## src/rtl/pcie_ctc_elastic_buf_if.sv

```systemverilog
// Symbol stream bundle for the CTC elastic buffer: gearbox-side input stream
// plus consumer-side request/response. slave = the buffer, master = its environment.
interface pcie_ctc_elastic_buf_if #(
  parameter int DATA_W = 8,
  parameter int SB_W   = 4
);
  logic              in_valid;
  logic [DATA_W-1:0] in_data;
  logic              in_kcntl;
  logic [SB_W-1:0]   in_sb;
  logic              out_ready;
  logic              out_valid;
  logic [DATA_W-1:0] out_data;
  logic              out_kcntl;
  logic [SB_W-1:0]   out_sb;

  modport master (
    output in_valid, in_data, in_kcntl, in_sb, out_ready,
    input  out_valid, out_data, out_kcntl, out_sb
  );

  modport slave (
    input  in_valid, in_data, in_kcntl, in_sb, out_ready,
    output out_valid, out_data, out_kcntl, out_sb
  );
endinterface

```

## src/rtl/pcie_ctc_elastic_buf.sv

```systemverilog
// Per-lane clock tolerance compensation buffer: DEPTH-entry FIFO that deletes or
// inserts SKP symbols inside COM/SKP ordered sets to keep occupancy centred.
module pcie_ctc_elastic_buf #(
  parameter int                DATA_W      = 8,
  parameter int                SB_W        = 4,
  parameter int                DEPTH       = 16,
  parameter int                HI_THRESH   = 12,
  parameter int                LO_THRESH   = 4,
  parameter int                START_LEVEL = 8,
  parameter logic [DATA_W-1:0] COM_CODE    = 8'hBC,
  parameter logic [DATA_W-1:0] SKP_CODE    = 8'h1C,
  parameter int                MIN_SKP     = 1,
  parameter int                MAX_SKP     = 5,
  parameter int                ERR_CNT_W   = 8
) (
  input  logic                         clk,
  input  logic                         rst,
  input  logic                         ctc_disable,
  input  logic                         err_clr,
  pcie_ctc_elastic_buf_if.slave        bus,
  output logic                         ctc_skip_added,
  output logic                         ctc_skip_removed,
  output logic                         ctc_over_flow,
  output logic                         ctc_under_flow,
  output logic [$clog2(DEPTH+1)-1:0]   ctc_level,
  output logic [ERR_CNT_W-1:0]         ctc_err_count
);

  localparam int PTR_W = $clog2(DEPTH);
  localparam int LW    = $clog2(DEPTH + 1);
  localparam int SYM_W = DATA_W + 1 + SB_W;
  localparam int SKP_W = $clog2(MAX_SKP + 2);

  localparam logic [LW-1:0]    LVL_FULL  = LW'(DEPTH);
  localparam logic [LW-1:0]    LVL_HI    = LW'(HI_THRESH);
  localparam logic [LW-1:0]    LVL_LO    = LW'(LO_THRESH);
  localparam logic [LW-1:0]    LVL_START = LW'(START_LEVEL);
  localparam logic [SKP_W-1:0] SKP_MIN   = SKP_W'(MIN_SKP);
  localparam logic [SKP_W:0]   SKP_MAX   = (SKP_W + 1)'(MAX_SKP);

  typedef enum logic {ST_PRIME = 1'b0, ST_RUN = 1'b1} state_t;

  function automatic logic [SKP_W-1:0] skp_inc(input logic [SKP_W-1:0] c);
    return (&c) ? c : c + SKP_W'(1);
  endfunction

  function automatic logic [ERR_CNT_W-1:0] err_sat_add(input logic [ERR_CNT_W-1:0] c,
                                                       input logic [1:0]           n);
    logic [ERR_CNT_W:0] s;
    s = {1'b0, c} + {{(ERR_CNT_W - 1){1'b0}}, n};
    return s[ERR_CNT_W] ? '1 : s[ERR_CNT_W-1:0];
  endfunction

  state_t            state_q, state_d;
  logic              vld_p0_q, vld_p0_d;
  logic [DATA_W-1:0] data_p0_q, data_p0_d;
  logic              k_p0_q, k_p0_d;
  logic [SB_W-1:0]   sb_p0_q, sb_p0_d;
  logic [SYM_W-1:0]  mem_q [DEPTH];
  logic [PTR_W-1:0]  wr_ptr_q, wr_ptr_d, rd_ptr_q, rd_ptr_d;
  logic [LW-1:0]     level_q, level_d;
  logic              wr_os_q, wr_os_d, rd_os_q, rd_os_d;
  logic [SKP_W-1:0]  wr_skp_q, wr_skp_d, rd_skp_q, rd_skp_d;
  logic              out_valid_q, out_valid_d;
  logic [DATA_W-1:0] out_data_q, out_data_d;
  logic              out_kcntl_q, out_kcntl_d;
  logic [SB_W-1:0]   out_sb_q, out_sb_d;
  logic              added_q, added_d, removed_q, removed_d;
  logic              oflow_q, oflow_d, uflow_q, uflow_d;
  logic [ERR_CNT_W-1:0] err_q, err_d;

  logic              s0_com, s0_skp, del, want_wr, wr, oflow;
  logic              serve, ins, pop, uflow, emit, em_k;
  logic [SYM_W-1:0]  head_sym;
  logic [DATA_W-1:0] head_data, em_data;
  logic              head_k, head_skp;
  logic [SB_W-1:0]   head_sb, em_sb;
  logic [SKP_W:0]    rd_skp_sum;

  // Stage p0 -> FIFO write: delete/overflow decisions on the registered input symbol
  assign s0_com  = vld_p0_q && k_p0_q && (data_p0_q == COM_CODE);
  assign s0_skp  = vld_p0_q && k_p0_q && (data_p0_q == SKP_CODE);
  assign del     = s0_skp && wr_os_q && (level_q >= LVL_HI) && (wr_skp_q >= SKP_MIN) && !ctc_disable;
  assign want_wr = vld_p0_q && !del;
  assign wr      = want_wr && ((level_q != LVL_FULL) || pop);
  assign oflow   = want_wr && (level_q == LVL_FULL) && !pop;

  // FIFO head -> output register: insert/pop/underflow decisions
  assign head_sym  = mem_q[rd_ptr_q];
  assign head_data = head_sym[SYM_W-1 -: DATA_W];
  assign head_k    = head_sym[SB_W];
  assign head_sb   = head_sym[SB_W-1:0];
  // A SKP already waiting at the head uses up one slot of this ordered set's budget,
  // so insertion stops early enough that the buffered SKP still fits under MAX_SKP.
  assign head_skp   = (level_q != '0) && head_k && (head_data == SKP_CODE);
  assign rd_skp_sum = {1'b0, rd_skp_q} + {{SKP_W{1'b0}}, head_skp};

  assign serve = (state_q == ST_RUN) && bus.out_ready;
  assign ins   = serve && rd_os_q && (level_q <= LVL_LO) && (rd_skp_sum < SKP_MAX) && !ctc_disable;
  assign pop   = serve && !ins && (level_q != '0);
  assign uflow = serve && !ins && (level_q == '0);
  assign emit  = ins || pop;

  assign em_data = ins ? SKP_CODE : head_data;
  assign em_k    = ins ? 1'b1 : head_k;
  assign em_sb   = ins ? out_sb_q : head_sb;

  always_comb begin
    vld_p0_d    = bus.in_valid;
    data_p0_d   = bus.in_data;
    k_p0_d      = bus.in_kcntl;
    sb_p0_d     = bus.in_sb;
    state_d     = state_q;
    wr_ptr_d    = wr_ptr_q;
    rd_ptr_d    = rd_ptr_q;
    level_d     = level_q;
    wr_os_d     = wr_os_q;
    wr_skp_d    = wr_skp_q;
    rd_os_d     = rd_os_q;
    rd_skp_d    = rd_skp_q;
    out_valid_d = 1'b0;
    out_data_d  = out_data_q;
    out_kcntl_d = out_kcntl_q;
    out_sb_d    = out_sb_q;
    added_d     = ins;
    removed_d   = del;
    oflow_d     = oflow;
    uflow_d     = uflow;

    if (wr)  wr_ptr_d = wr_ptr_q + PTR_W'(1);
    if (pop) rd_ptr_d = rd_ptr_q + PTR_W'(1);

    case ({wr, pop})
      2'b10:   level_d = level_q + LW'(1);
      2'b01:   level_d = level_q - LW'(1);
      default: level_d = level_q;
    endcase

    if (vld_p0_q) begin
      if (s0_com) begin
        wr_os_d  = 1'b1;
        wr_skp_d = '0;
      end else if (s0_skp) begin
        if (wr) wr_skp_d = skp_inc(wr_skp_q);
      end else begin
        wr_os_d = 1'b0;
      end
    end

    if (emit) begin
      out_valid_d = 1'b1;
      out_data_d  = em_data;
      out_kcntl_d = em_k;
      out_sb_d    = em_sb;
      if (em_k && (em_data == COM_CODE)) begin
        rd_os_d  = 1'b1;
        rd_skp_d = '0;
      end else if (em_k && (em_data == SKP_CODE)) begin
        rd_skp_d = skp_inc(rd_skp_q);
      end else begin
        rd_os_d = 1'b0;
      end
    end

    err_d = err_clr ? '0 : err_sat_add(err_q, {1'b0, oflow} + {1'b0, uflow});

    case (state_q)
      ST_PRIME: if (level_q >= LVL_START) state_d = ST_RUN;
      ST_RUN:   if (uflow) state_d = ST_PRIME;
      default:  state_d = ST_PRIME;
    endcase
  end

  // Stage p0 capture of the input symbol payload
  always_ff @(posedge clk) begin
    data_p0_q <= data_p0_d;
    k_p0_q    <= k_p0_d;
    sb_p0_q   <= sb_p0_d;
  end

  always_ff @(posedge clk) begin
    if (wr) mem_q[wr_ptr_q] <= {data_p0_q, k_p0_q, sb_p0_q};
  end

  always_ff @(posedge clk) begin
    if (rst) begin
      state_q     <= ST_PRIME;
      vld_p0_q    <= 1'b0;
      wr_ptr_q    <= '0;
      rd_ptr_q    <= '0;
      level_q     <= '0;
      wr_os_q     <= 1'b0;
      wr_skp_q    <= '0;
      rd_os_q     <= 1'b0;
      rd_skp_q    <= '0;
      out_valid_q <= 1'b0;
      out_data_q  <= '0;
      out_kcntl_q <= 1'b0;
      out_sb_q    <= '0;
      added_q     <= 1'b0;
      removed_q   <= 1'b0;
      oflow_q     <= 1'b0;
      uflow_q     <= 1'b0;
      err_q       <= '0;
    end else begin
      state_q     <= state_d;
      vld_p0_q    <= vld_p0_d;
      wr_ptr_q    <= wr_ptr_d;
      rd_ptr_q    <= rd_ptr_d;
      level_q     <= level_d;
      wr_os_q     <= wr_os_d;
      wr_skp_q    <= wr_skp_d;
      rd_os_q     <= rd_os_d;
      rd_skp_q    <= rd_skp_d;
      out_valid_q <= out_valid_d;
      out_data_q  <= out_data_d;
      out_kcntl_q <= out_kcntl_d;
      out_sb_q    <= out_sb_d;
      added_q     <= added_d;
      removed_q   <= removed_d;
      oflow_q     <= oflow_d;
      uflow_q     <= uflow_d;
      err_q       <= err_d;
    end
  end

  assign bus.out_valid     = out_valid_q;
  assign bus.out_data      = out_data_q;
  assign bus.out_kcntl     = out_kcntl_q;
  assign bus.out_sb        = out_sb_q;
  assign ctc_skip_added    = added_q;
  assign ctc_skip_removed  = removed_q;
  assign ctc_over_flow     = oflow_q;
  assign ctc_under_flow    = uflow_q;
  assign ctc_level         = level_q;
  assign ctc_err_count     = err_q;

endmodule

```

## src/flat_wrapper.sv

```systemverilog
// flat-port wrapper written by rule: the top's interface ports become plain ports
module pcie_ctc_elastic_buf_flat 
#(
  parameter int                DATA_W      = 8,
  parameter int                SB_W        = 4,
  parameter int                DEPTH       = 16,
  parameter int                HI_THRESH   = 12,
  parameter int                LO_THRESH   = 4,
  parameter int                START_LEVEL = 8,
  parameter logic [DATA_W-1:0] COM_CODE    = 8'hBC,
  parameter logic [DATA_W-1:0] SKP_CODE    = 8'h1C,
  parameter int                MIN_SKP     = 1,
  parameter int                MAX_SKP     = 5,
  parameter int                ERR_CNT_W   = 8
)
  (clk, rst, ctc_disable, err_clr, ctc_skip_added, ctc_skip_removed, ctc_over_flow, ctc_under_flow, ctc_level, ctc_err_count, bus_in_valid, bus_in_data, bus_in_kcntl, bus_in_sb, bus_out_ready, bus_out_valid, bus_out_data, bus_out_kcntl, bus_out_sb);
  pcie_ctc_elastic_buf_if #(.DATA_W(DATA_W), .SB_W(SB_W)) bus_i ();
  input  logic clk;
  input  logic rst;
  input  logic ctc_disable;
  input  logic err_clr;
  output logic ctc_skip_added;
  output logic ctc_skip_removed;
  output logic ctc_over_flow;
  output logic ctc_under_flow;
  output logic [$clog2(DEPTH+1)-1:0] ctc_level;
  output logic [ERR_CNT_W-1:0] ctc_err_count;
  input wire logic [$bits(bus_i.in_valid)-1:0] bus_in_valid;
  input wire logic [$bits(bus_i.in_data)-1:0] bus_in_data;
  input wire logic [$bits(bus_i.in_kcntl)-1:0] bus_in_kcntl;
  input wire logic [$bits(bus_i.in_sb)-1:0] bus_in_sb;
  input wire logic [$bits(bus_i.out_ready)-1:0] bus_out_ready;
  output wire logic [$bits(bus_i.out_valid)-1:0] bus_out_valid;
  output wire logic [$bits(bus_i.out_data)-1:0] bus_out_data;
  output wire logic [$bits(bus_i.out_kcntl)-1:0] bus_out_kcntl;
  output wire logic [$bits(bus_i.out_sb)-1:0] bus_out_sb;
  assign bus_i.in_valid = bus_in_valid;
  assign bus_i.in_data = bus_in_data;
  assign bus_i.in_kcntl = bus_in_kcntl;
  assign bus_i.in_sb = bus_in_sb;
  assign bus_i.out_ready = bus_out_ready;
  assign bus_out_valid = bus_i.out_valid;
  assign bus_out_data = bus_i.out_data;
  assign bus_out_kcntl = bus_i.out_kcntl;
  assign bus_out_sb = bus_i.out_sb;
  pcie_ctc_elastic_buf #(.DATA_W(DATA_W), .SB_W(SB_W), .DEPTH(DEPTH), .HI_THRESH(HI_THRESH), .LO_THRESH(LO_THRESH), .START_LEVEL(START_LEVEL), .COM_CODE(COM_CODE), .SKP_CODE(SKP_CODE), .MIN_SKP(MIN_SKP), .MAX_SKP(MAX_SKP), .ERR_CNT_W(ERR_CNT_W)) u_core (.clk(clk), .rst(rst), .ctc_disable(ctc_disable), .err_clr(err_clr), .bus(bus_i), .ctc_skip_added(ctc_skip_added), .ctc_skip_removed(ctc_skip_removed), .ctc_over_flow(ctc_over_flow), .ctc_under_flow(ctc_under_flow), .ctc_level(ctc_level), .ctc_err_count(ctc_err_count));
endmodule
```

## config.mk

```make
export PLATFORM = sky130hd
export DESIGN_NAME = pcie_ctc_elastic_buf_flat
export DESIGN_NICKNAME = d
export VERILOG_FILES = /design/src/rtl/pcie_ctc_elastic_buf_if.sv /design/src/rtl/pcie_ctc_elastic_buf.sv /design/src/flat_wrapper.sv
export SDC_FILE = /design/constraint.sdc
export NUM_CORES = 1
export LEC_CHECK = 0
export CORE_UTILIZATION = 45
export DETAILED_ROUTE_END_ITERATION = 7
export GPL_TIMING_DRIVEN = 0
export PLACE_DENSITY = 0.69
export SLEW_MARGIN = 20
export SYNTH_ARGS = -nofsm -noshare
export SYNTH_HDL_FRONTEND = slang
export SYNTH_SLANG_ARGS = --single-unit
```

## constraint.sdc

```tcl
create_clock -name clk -period 8.9 [get_ports clk]
set_clock_uncertainty 0.1 [all_clocks]
set_input_delay 1.335 -clock clk [delete_from_list [all_inputs] [get_ports clk]]
set_output_delay 1.335 -clock clk [all_outputs]
set_load 0.05 [all_outputs]
```

==> summary.md <==
| Metric | Value |
|---|---|
| Area contributors post-synth | edfxtp_1 (58%), dfxtp_1 (12%), mux4_2 (8.6%) |
| Post-synthesis sequential area ratio | 70.1% |
| Netlist cell types | 57 |
| Slew margin rel. | 45.6% |
| Max incr delay on CP | 0.65 ns |
| Total number of vias | 6079 |
| Most used cell, CP | ha_1 |
| CP Class | reg2reg |
| WP buf/inv | 6 |
| Fmax | 141 MHz |
| Port Buffers | 48 |
| H-tree depth | 1 |
| WP data arrival | 7.45 ns |
| RSZ-0062 raised after global routing | no |
| Post-Synth XOR/XNOR Area | 1.30% |
| Die width | 157 um |
| GR Overflow Total | 0 |
| Mapped Area | 10800 um2 |
| Max cap viols | 0 |
| Synth Area in Adders | 2.16% |
| Share of the synthesized area in the top cell type | 57.9% |
| Synth Area in Compound Gates | 3.77% |
| Vias per cell | 5.60 |
| Gr usage total | 20.1% |
| Clk sink count | 274 |
| CTS tree | done |
| Flop2flop setup slack | 1.82 ns |
| HP Class | reg2reg |
| Row count | 56 |
| Min Tclk post-route | 7.08 ns |
| Resized cells post-CTS | 0 |
| R2r endpoint | u_core.ctc_level[4]$_SDFFE_PP0P_ |
| Syn_area_per_cell | 16.6 um2 |
| Max IR drop VDD | 0.000136 V |
| WP data required | 9.26 ns |
| Hold endpoint | u_core.wr_os_q$_SDFFE_PP0P_ |
| Drt pass-1 iters | 5 |
| Global-route wire length before repair | 36200 um |
| Post-CTS Setup Repair Bufs | 0 |
| Worst Hold Depth | 2 |
| WHS | 0.361 ns |
| Clock Pin Slew Worst Setup and Hold Paths | 0.07 ns |
| DR WL/cell | 21.9 um |
| Layout area overhead | 19.2% |
| Crit Path Max Fanout | 11 |
| Placer Congestion | 0.833 |
| Slew Limit Fails | 0 |
| Endpoints failing hold | 0 |
| Syn. warnings | 0 |
| Worst hold start | u_core.wr_os_q$_SDFFE_PP0P_ |
| Crit-path slowest cell | buf_1 |
| Pin count of the biggest net entering global routing | 20 |
| Die area | 24600 um2 |
| PD cells | 203 nW/um2 |
| Synth Area in Simple Gates | 7.67% |
| Worst slew pin tran | 0.809 ns |
| Post-synth top flop | edfxtp_1 |
| LEAKAGE | 4.22 nW |
| Mux contribution to synthesized area | 12.7% |
| PnR worst setup slack | 1.82 ns |
| Clock Path Buffers | 3 |
| Syn nets | 686 |
| Final setup violation count | 0 |
| Setup TNS | 0 ns |
| Vias in the first global route | 6103 |
| Clock Latency Late Sink | 0.54 ns |
| # DRC | 0 |
| Initial antenna violation count | 0 |
| DRT iter0 DRCs | 681 |
| Die Ht | 157 um |
| Hold Buf Count CTS | 0 |
| Total CTS buffers | 28 |
| Root buf cell | clkbuf_16 |
| Yosys reg bits | 274 |
| Place WS | 1.88 ns |
| Status | finished clean |
| CP Launch Type | flip-flop |
| Final HPWL DP | 16200 um |
| Ant diodes | 0 |
| Placeable Area | 23500 um2 |
| EDFF count, synth | 208 |
| Final period util | 79.6% |
| Layout cell share with drive strength beyond 1 | 18.9% |
| Area leader, netlist | edfxtp_1 |
| Syn Inst Count | 649 |
| Layout Nets | 782 |
| Initial Util | 46.0% |
| Post-synth ARST share | 0% |
| Total Wirelength | 23800 um |
| Delay-heaviest family, CP | buffers and inverters |
| Largest family of logic cells by synthesized area | multiplexers |
| FF-to-FF path depth | 26 |
| Worst setup EP type | flip-flop |
| Post-DRT Antenna Nets | 0 |
| # IOs | 50 |
power breakdown:
| part | switching, mW | internal (mW) |
|---|---|---|
| clock network | 0.475 | 0.695 |
| logic | 0.0259 | 0.0196 |
| registers | 0.0161 | 1.38 |
metrics by stage:
stage / power (mW) / instance area, um2 / instances / utilization [%]
4_1_cts: 2.63 / 12900 / 1086 / 54.8
3_5_place_dp: 1.47 / 11900 / 1034 / 50.8
6_report: 2.61 / 12900 / 1086 / 54.8
2_1_floorplan: 1.44 / 10800 / 649 / -
5_1_grt: 2.69 / 12900 / 1086 / 54.8
3_3_place_gp: 1.47 / 11700 / 1016 / 49.7
layout by cell type, fill, tap and decap left out, types with 6 or more instances in the layout:
| cell type | n |
|---|---|
| a21oi_1 | 28 |
| a221oi_1 | 6 |
| a22oi_1 | 8 |
| and3_1 | 6 |
| buf_4 | 6 |
| buf_6 | 12 |
| buf_8 | 6 |
| clkbuf_1 | 20 |
| clkbuf_16 | 29 |
| clkdlybuf4s50_1 | 48 |
| clkinv_2 | 8 |
| dfxtp_1 | 66 |
| edfxtp_1 | 208 |
| ha_1 | 17 |
| inv_1 | 7 |
| mux2i_1 | 19 |
| mux4_1 | 9 |
| mux4_2 | 41 |
| nand2_1 | 34 |
| nand2b_1 | 8 |
| nand3_1 | 20 |
| nor2_1 | 36 |
| nor2_2 | 12 |
| nor2b_1 | 9 |
| nor3_1 | 14 |
| xor2_1 | 13 |
sequential cells by signal, summed over array words and instances (netlist names), 3 cells and up, named ones only:
name / count
u_core.ctc_level: 5
u_core.bus.out_data: 8
u_core.data_p0_q: 8
u_core.wr_ptr_q: 4
u_core.bus.out_sb: 4
u_core.mem_q: 208
u_core.sb_p0_q: 4
u_core.rd_ptr_q: 4
u_core.rd_skp_q: 3
u_core.wr_skp_q: 3
u_core.ctc_err_count: 8
layer usage:
| metal | wire length [um] | part of all wire, % | global-route usage, % |
|---|---|---|---|
| met3 | 1410 | 5.9 | 3.02 |
| met5 | 0 | 0 | 0 |
| met2 | 11500 | 49 | 33.6 |
| met4 | 792 | 3.3 | 7.80 |
| met1 | 10000 | 42 | 26.6 |
cells in the mapped netlist (7+ instances only):
| cell | number |
|---|---|
| nor2_1 | 48 |
| edfxtp_1 | 208 |
| inv_1 | 7 |
| nand2_1 | 34 |
| xor2_1 | 13 |
| nor2b_1 | 9 |
| mux4_2 | 41 |
| nand3_1 | 20 |
| clkbuf_1 | 16 |
| dfxtp_1 | 66 |
| mux4_1 | 9 |
| mux2i_1 | 19 |
| nor3_1 | 18 |
| ha_1 | 17 |
| a21oi_1 | 28 |
| nand2b_1 | 8 |
| a22oi_1 | 8 |
final cells by class:
type / instances / area [um2]
sequential: 274 / 7570
inverter: 9 / 33.8
clock buffer: 38 / 810
fill: 1790 / 10600
clock inverter: 14 / 126
multi-input combinational: 335 / 3030
tap: 319 / 399
buffer: 31 / 213
timing repair buffer: 66 / 687
worst register-to-register path: stages (launching register included):
cell,delay (ns)
dfxtp_1,0.31
buf_2,0.26
buf_2,0.30
buf_1,0.65
mux4_2,0.44
nand3_1,0.10
nand3_1,0.18
a211oi_2,0.23
nand2_1,0.14
nor4_1,0.33
ha_1,0.24
ha_1,0.16
xnor2_1,0.06
o211ai_1,0.33
o2111ai_1,0.43
inv_2,0.29
clkbuf_1,0.47
ha_1,0.27
clkbuf_1,0.33
xor2_1,0.18
ha_1,0.22
o21ai_0,0.09
a21oi_1,0.16
a21oi_1,0.09
xor2_1,0.16
or3_1,0.33
a21oi_1,0.16
worst max-delay path by stage:
| stage | endpoint | cells past startpoint |
|---|---|---|
| CTS | u_core.ctc_level[4]$_SDFFE_PP0P_ | 26 |
| finish | u_core.ctc_level[4]$_SDFFE_PP0P_ | 26 |
| floorplan | u_core.ctc_level[4]$_SDFFE_PP0P_ | 26 |
| global route | u_core.ctc_level[4]$_SDFFE_PP0P_ | 26 |
| global placement | u_core.mem_q[2][4]$_DFFE_PP_ | 18 |
| detailed placement | u_core.ctc_level[4]$_SDFFE_PP0P_ | 26 |
cell families after synthesis:
logic type / after synthesis
AO/OA/AOI/OAI: 62
XOR/XNOR: 16
adder cells (fa/ha/maj): 18
buffers and inverters: 40
flip-flops: 274
multiplexers: 71
AND/OR/NAND/NOR: 168
Power figures use the tool's default switching activity.
